--- src/rtl/au_operand_sequencer.sv ---
// ---------------------------------------------------------------------------
// au_operand_sequencer
//
// Feeds an 8-bit pipelined arithmetic unit from a single valid/ready byte
// stream. The first accepted beat is operand A (with its op select), the
// second is operand B. Both are held on the AU inputs while the sequencer
// waits out the AU pipeline. It then captures the AU output and presents it
// on a valid/ready result port, together with sign/zero flags and a count
// of completed operations.
//
// Parameters
//   AU_LATENCY  clock edges from AU input sampling to a valid au_out
//   CNT_W       width of the completed-operation counter
//
// Ports
//   clk, rst_n           clock (rising edge), async active-low reset
//   flush                synchronous abort back to IDLE
//   in_valid/in_ready    operand stream handshake
//   in_data, in_op       operand beat (A then B), op select (taken with A)
//   au_a, au_b, au_sel   registered operands/select driven to the AU
//   au_out               AU result
//   res_valid/res_ready  result handshake
//   res_data, res_op     captured result and the select that produced it
//   res_neg, res_zero    sign / zero flags of res_data
//   busy                 sequencer not idle
//   op_count             results accepted downstream (wraps)
//
// state | meaning
// ------+----------------------------------------------------------
// IDLE  | waiting for operand A beat
// GET_B | A and select latched, waiting for operand B beat
// EXEC  | operands stable on AU, counting down the AU pipeline
// HOLD  | result presented, waiting for res_ready
// ---------------------------------------------------------------------------
module au_operand_sequencer #(
    parameter int AU_LATENCY = 1,
    parameter int CNT_W      = 16
) (
    input  logic             clk,
    input  logic             rst_n,
    input  logic             flush,
    input  logic             in_valid,
    output logic             in_ready,
    input  logic [7:0]       in_data,
    input  logic [1:0]       in_op,
    output logic [7:0]       au_a,
    output logic [7:0]       au_b,
    output logic [1:0]       au_sel,
    input  logic [7:0]       au_out,
    output logic             res_valid,
    input  logic             res_ready,
    output logic [7:0]       res_data,
    output logic [1:0]       res_op,
    output logic             res_neg,
    output logic             res_zero,
    output logic             busy,
    output logic [CNT_W-1:0] op_count
);

    // The counter must hold AU_LATENCY; at least one bit even for zero latency.
    localparam int LAT_W = (AU_LATENCY < 1) ? 1 : $clog2(AU_LATENCY + 1);
    localparam logic [LAT_W-1:0] LAT_LOAD = LAT_W'(AU_LATENCY);

    typedef enum logic [1:0] {
        IDLE  = 2'd0,
        GET_B = 2'd1,
        EXEC  = 2'd2,
        HOLD  = 2'd3
    } state_t;

    state_t           state;
    state_t           state_nxt;
    logic [LAT_W-1:0] cnt;

    logic accept_a;
    logic accept_b;
    logic capture;
    logic res_take;

    // -----------------------------------------------------------------------
    // State register
    // -----------------------------------------------------------------------
    always_ff @(posedge clk or negedge rst_n) begin
        if (!rst_n) begin
            state <= IDLE;
        end else begin
            state <= state_nxt;
        end
    end

    // -----------------------------------------------------------------------
    // Next state and handshake decode. Flush overrides every state and also
    // blocks the input handshake, so nothing is accepted in a flush cycle.
    // -----------------------------------------------------------------------
    always_comb begin
        state_nxt = state;
        in_ready  = 1'b0;
        accept_a  = 1'b0;
        accept_b  = 1'b0;
        capture   = 1'b0;
        res_take  = 1'b0;

        if (flush) begin
            state_nxt = IDLE;
        end else begin
            case (state)
                IDLE: begin
                    in_ready = 1'b1;
                    if (in_valid) begin
                        accept_a  = 1'b1;
                        state_nxt = GET_B;
                    end
                end
                GET_B: begin
                    in_ready = 1'b1;
                    if (in_valid) begin
                        accept_b  = 1'b1;
                        state_nxt = EXEC;
                    end
                end
                EXEC: begin
                    if (cnt == '0) begin
                        capture   = 1'b1;
                        state_nxt = HOLD;
                    end
                end
                HOLD: begin
                    if (res_ready) begin
                        res_take  = 1'b1;
                        state_nxt = IDLE;
                    end
                end
                default: begin
                    state_nxt = IDLE;
                end
            endcase
        end
    end

    // -----------------------------------------------------------------------
    // Operand registers. They move only on an accepted beat and survive flush.
    // -----------------------------------------------------------------------
    always_ff @(posedge clk or negedge rst_n) begin
        if (!rst_n) begin
            au_a   <= 8'h00;
            au_b   <= 8'h00;
            au_sel <= 2'b00;
        end else begin
            if (accept_a) begin
                au_a   <= in_data;
                au_sel <= in_op;
            end
            if (accept_b) begin
                au_b <= in_data;
            end
        end
    end

    // -----------------------------------------------------------------------
    // Pipeline wait counter. Loaded with AU_LATENCY on the B beat so EXEC
    // spans AU_LATENCY+1 edges: the AU samples on the first, and the result
    // is captured on the edge where the counter has reached zero.
    // -----------------------------------------------------------------------
    always_ff @(posedge clk or negedge rst_n) begin
        if (!rst_n) begin
            cnt <= '0;
        end else if (flush) begin
            cnt <= '0;
        end else if (accept_b) begin
            cnt <= LAT_LOAD;
        end else if ((state == EXEC) && (cnt != '0)) begin
            cnt <= cnt - 1'b1;
        end
    end

    // -----------------------------------------------------------------------
    // Result capture and output handshake
    // -----------------------------------------------------------------------
    always_ff @(posedge clk or negedge rst_n) begin
        if (!rst_n) begin
            res_data  <= 8'h00;
            res_op    <= 2'b00;
            res_valid <= 1'b0;
        end else if (flush) begin
            res_valid <= 1'b0;
        end else if (capture) begin
            res_data  <= au_out;
            res_op    <= au_sel;
            res_valid <= 1'b1;
        end else if (res_take) begin
            res_valid <= 1'b0;
        end
    end

    // Only results actually taken downstream are counted; a flushed result is not.
    always_ff @(posedge clk or negedge rst_n) begin
        if (!rst_n) begin
            op_count <= '0;
        end else if (res_take) begin
            op_count <= op_count + 1'b1;
        end
    end

    assign res_neg  = res_data[7];
    assign res_zero = (res_data == 8'h00);
    assign busy     = (state != IDLE);

endmodule

--- config.mk ---
export PLATFORM = sky130hd
export DESIGN_NAME = au_operand_sequencer
export DESIGN_NICKNAME = d
export VERILOG_FILES = /design/src/rtl/au_operand_sequencer.sv
export SDC_FILE = /design/constraint.sdc
export NUM_CORES = 1
export LEC_CHECK = 0
export ABC_AREA = 1
export CORE_UTILIZATION = 49
export CTS_CLUSTER_SIZE = 24
export DETAILED_ROUTE_END_ITERATION = 16
export GPL_TIMING_DRIVEN = 0
export PLACE_DENSITY = 0.92
export SYNTH_ARGS = -nofsm -noshare
export SYNTH_HDL_FRONTEND = slang
export SYNTH_SLANG_ARGS = --single-unit
--- constraint.sdc ---
create_clock -name clk -period 4.09 [get_ports clk]
set_input_delay 0.818 -clock clk [delete_from_list [all_inputs] [get_ports clk]]
set_output_delay 0.818 -clock clk [all_outputs]
set_load 0.005 [all_outputs]
# Word level (Yosys, flattened, before mapping)
# Cells that the tools add are included.
dict set report totals {
  register_bits 48
  latchBits 0
  mem_bits_rw 0
  mem_bits_ro 0
  inputBits 23
  output_inout_bits 49
  word_cells 53
  mem_count 0
}
dict set report op_classes {
  add_sub_neg 2
  multipliers 0
  n_div 0
  order_cmp 0
  eq_ne 7
  shifts 0
  mux 25
  n_bitwise 1
  n_reduce_logical 9
}
# cell count
set op_table {}
lappend op_table {{2-to-1 mux 1 bit} 19}
lappend op_table {{adder 16 x 1 -> 16 bit, second input constant} 1}
lappend op_table {{inequality test 3 bit, second input constant} 4}
lappend op_table {{2-to-1 mux 2 bit} 5}
lappend op_table {{zero test 8 bit} 1}
lappend op_table {{one-hot mux 2 bit (4 select lines)} 1}
lappend op_table {{nonzero test 3 bit} 2}
lappend op_table {{== test 2 bit, second input constant} 2}
lappend op_table {{AND reduction 4 bit} 1}
lappend op_table {{== test 2 x 1 -> 1 bit, second input constant} 1}
lappend op_table {{zero test 2 bit} 1}
lappend op_table {{AND reduction 2 bit} 1}
lappend op_table {{nonzero test 2 bit} 1}
lappend op_table {{OR reduction 2 bit} 1}
lappend op_table {{logical AND 1 bit} 1}
lappend op_table {{inverter 1 bit} 1}
lappend op_table {{subtractor 1 bit, second input constant} 1}

# Logic depth before layout (Yosys ltp)
dict set report logic_depth {
  depth_word 6
  ltp_mapped 9
  ltp_nobuf 9
}

# Worst setup path before layout
# No wires, ideal clock.
dict set report synth_timing {
  kind {input -> output}
  from {input port flush}
  to {output port in_ready}
  arrival_ps 924
  required_ps 3272
  slack_ps 2348
  path_stages 1
  n_path_buf 0
  path_cell_list {nor2_1}
}
dict set report synth_via {
  elab_chain_cells 1
}
# item line
set synth_lines {}
lappend synth_lines {{start: declaration} 41} ;# input logic flush,
lappend synth_lines {{2-to-1 mux 1 bit} 103} ;# if (flush) begin
lappend synth_lines {{end: declaration} 43} ;# output logic in_ready,
# Every way passes these cells.

# Final worst setup path
# Same ends and word-level chain as after synthesis.

==> summary.txt <==
Synth
  – Post-Synth Adder-Cell Area: 0.0339
  – Post-synthesis sequential area ratio: 0.542
  – EDFF count, synth: 0
  – Area share of the largest cell type after synthesis: 0.542
  – Yosys top cell by area: dfrtp_1
  – Proportion of synthesized area in mux cells: 0.0491
  – Post-synth top flop: dfrtp_1
  – Synth Register Bits: 48
  – Syn_nets: 260
  – Top post-synthesis cells by area: dfrtp_1, nand2_1, o21ai_0
  – Synth Warn #: 0
  – Syn Area/Cell: 9.59 um2
  – Largest family of logic cells by synthesized area: simple AND/OR/NAND/NOR gates
  – Xor/xnor share of the synthesized area: 0.0356
  – Post-synthesis simple-gate area fraction: 0.215
  – Compound-Gate Fraction of Synth Area: 0.0576
  – Ys async rst share: 1.00
  – Synth Instances: between 200 and 250
  – Post-synth cell types: 27
  – Mapped cell area: around 2200 um2

Clock network
  – Longest Clk Path Bufs: 2
  – CTS buffer count: 5
  – Clock slew at reported path FFs: roughly 0.08 ns
  – Max H-tree Level: 2
  – Root buffer cell: clkbuf_8
  – CTS Hold Bufs: 0
  – CTS tree: yes
  – Clock insertion delay at the later pin of the skew report: around 0.29 ns
  – Sink Count: 48
  – Setup repair bufs after CTS: 0
  – Cts repair resizes: 0

Worst setup path
  – Worst Path Required: about 3.3 ns
  – Reg-to-reg slack, setup: 2.57 ns
  – Worst setup SP type: input port
  – Critical Path Fanout Max: 6
  – Setup CP Type: in2out
  – Worst-case reg-to-reg path depth: 8
  – Critical R2R Capture: op_count[13]
  – Worst path arrival time: 2.11 ns
  – FF-to-FF Start: state[1]
  – Crit end category: output port

Min path
  – Worst hold path class: in2async

STA
  – Max-Slew Margin vs Limit: 0.648
  – Final worst-path cycle share: 0.716
  – Final hold violations: 0
  – Fmax: approximately 340 MHz
  – Max Clock Skew: 0.00176 ns
  – RSZ-0062 raised after global routing: no
  – Final worst path period need: 2.93 ns
  – Least-Margin Pin Slew: between 0.5 and 0.6 ns
  – Setup TNS: 0 ns
  – Count of pins over their slew limit: 0
  – Final setup viols: 0

Cells and area
  – Fin nets: 339
  – Ant. Diodes: 0
  – Commonest cells after routing, fill and taps aside: clkdlybuf4s50_1, nand2_1, dfrtp_1, inv_1, o21ai_0
  – Share of cells above drive strength 1: 0.100
  – Area delta synth->final: 40.0%
  – Leading cell type in the layout, fill and taps excluded: clkdlybuf4s50_1
  – Final instance area: between 3000 and 4000 um2

Floorplan
  – Ports: slightly above 70
  – Die X: ~69 um
  – Die ar.: 4790 um2
  – Floorplan core area: 4350 um2
  – FP Rows: 24
  – Chip height: 69.2 um
  – Initial core utilization: 0.509

Detailed routing
  – Drt via density: 5.09
  – ANT nets after route: 0
  – DRT Pass-1 Iters: 4
  – DRT iter0 DRCs: 94
  – WL per Instance: roughly 14 um
  – DRC: 0
  – Final WL: 4.90 mm
  – Detailed-route via count: about 1800

Global route
  – Vias in the first global route: roughly 1900
  – Overall routing resource usage: 0.221
  – First-pass GRT wire length: 8.47 mm
  – Pin count of the biggest net entering global routing: 27
  – Gr ovfl total: 0
  – Initial antenna violation count: 0

Power and ir drop
  – Worst VDD drop: 0.356 mV
  – Pwr dens: 556 nW/um2
  – Leakage: 1.47 nW
  – Pwr Total: 1.73 mW

Run
  – MaxCap Viol Count: 0

Placement
  – DPL Wire Length: 3.71 mm
  – Port Buffer Count: 71
  – Placer congestion estimate: 0.780
  – Cell Area, Placed: approximately 3000 um2

Run status
  – Status: complete, no violations
-- per-stage QoR --
step / setup slack, ns / instances / hold slack (ns) / utilization
after floorplan: 2.35 / 231 / 0.476 / -
after CTS: 1.16 / 362 / 0.493 / 0.713
after global placement: 0.921 / 354 / 0.466 / 0.687
final: 1.16 / 362 / 0.492 / 0.713
after global routing: 1.10 / 362 / 0.515 / 0.713
after detailed placement: 1.18 / 355 / 0.472 / 0.691
-- cells in the mapped netlist (2+ instances only) --
library cell / count
nand3_1: 10
mux2_4: 5
nand4_1: 5
nand3b_1: 2
dfrtp_1: 48
xor2_1: 5
a21oi_1: 2
buf_4: 2
nor2_1: 15
nand3_4: 2
inv_1: 28
nor2_2: 2
nor4_1: 2
xnor2_1: 4
mux2_2: 3
nor2_4: 2
buf_2: 2
nand2_1: 57
ha_1: 6
o21ai_0: 22
-- logic make-up (layout without fill, tap and decap cells) --
kind of cell,count (synthesis),after routing
buffers and inverters,34,113
adders and majority gates,6,6
and+or+nand+nor,101,101
muxes,8,8
DFF,48,48
AOI/OAI and AO/OA,25,25
xor gates and xnor gates,9,9
-- power by group --
part | switching, mW | leakage, nW | total, mW | internal [mW]
Combinational | 0.244 | 0.816 | 0.674 | 0.430
Clock | 0.150 | 0.0503 | 0.300 | 0.151
Sequential | 0.120 | 0.600 | 0.751 | 0.631
-- cell type report --
cell class	instances	area, um2
fill	325	1250
sequential	48	1200
multi-input combinational	149	867
timing repair buffer	72	726
inverter	29	111
clock buffer	7	96.3
tap	52	65.1
buffer	5	36.3
-- worst max-delay path, cell delays in order --
cell and delay [ns]:
clkdlybuf4s50_1 0.58, nor2_1 0.18, clkdlybuf4s50_1 0.53
-- state kept, by name (all words and copies together) (netlist names) --
register / flops
op_count: 16
au_a: 8
au_b: 8
res_data: 8
au_sel: 2
res_op: 2
state: 2
cnt: 1
res_valid: 1
-- worst max path at each step --
stage,from,endpoint,depth (start not counted)
floorplan,flush,in_ready,1
global placement,rst_n,au_b[3],1
detailed placement,flush,in_ready,3
CTS,flush,in_ready,3
global route,flush,in_ready,3
finish,flush,in_ready,3
-- layer usage --
layer / share of wire / vias up / GRT usage
met1: 0.42 / 876 / 0.268
met5: 0 / - / 0
li1: - / 886 / -
met2: 0.49 / 67 / 0.371
met4: 0.020 / 0 / 0.0794
met3: 0.066 / 13 / 0.0683
Power figures use the tool's default switching activity.
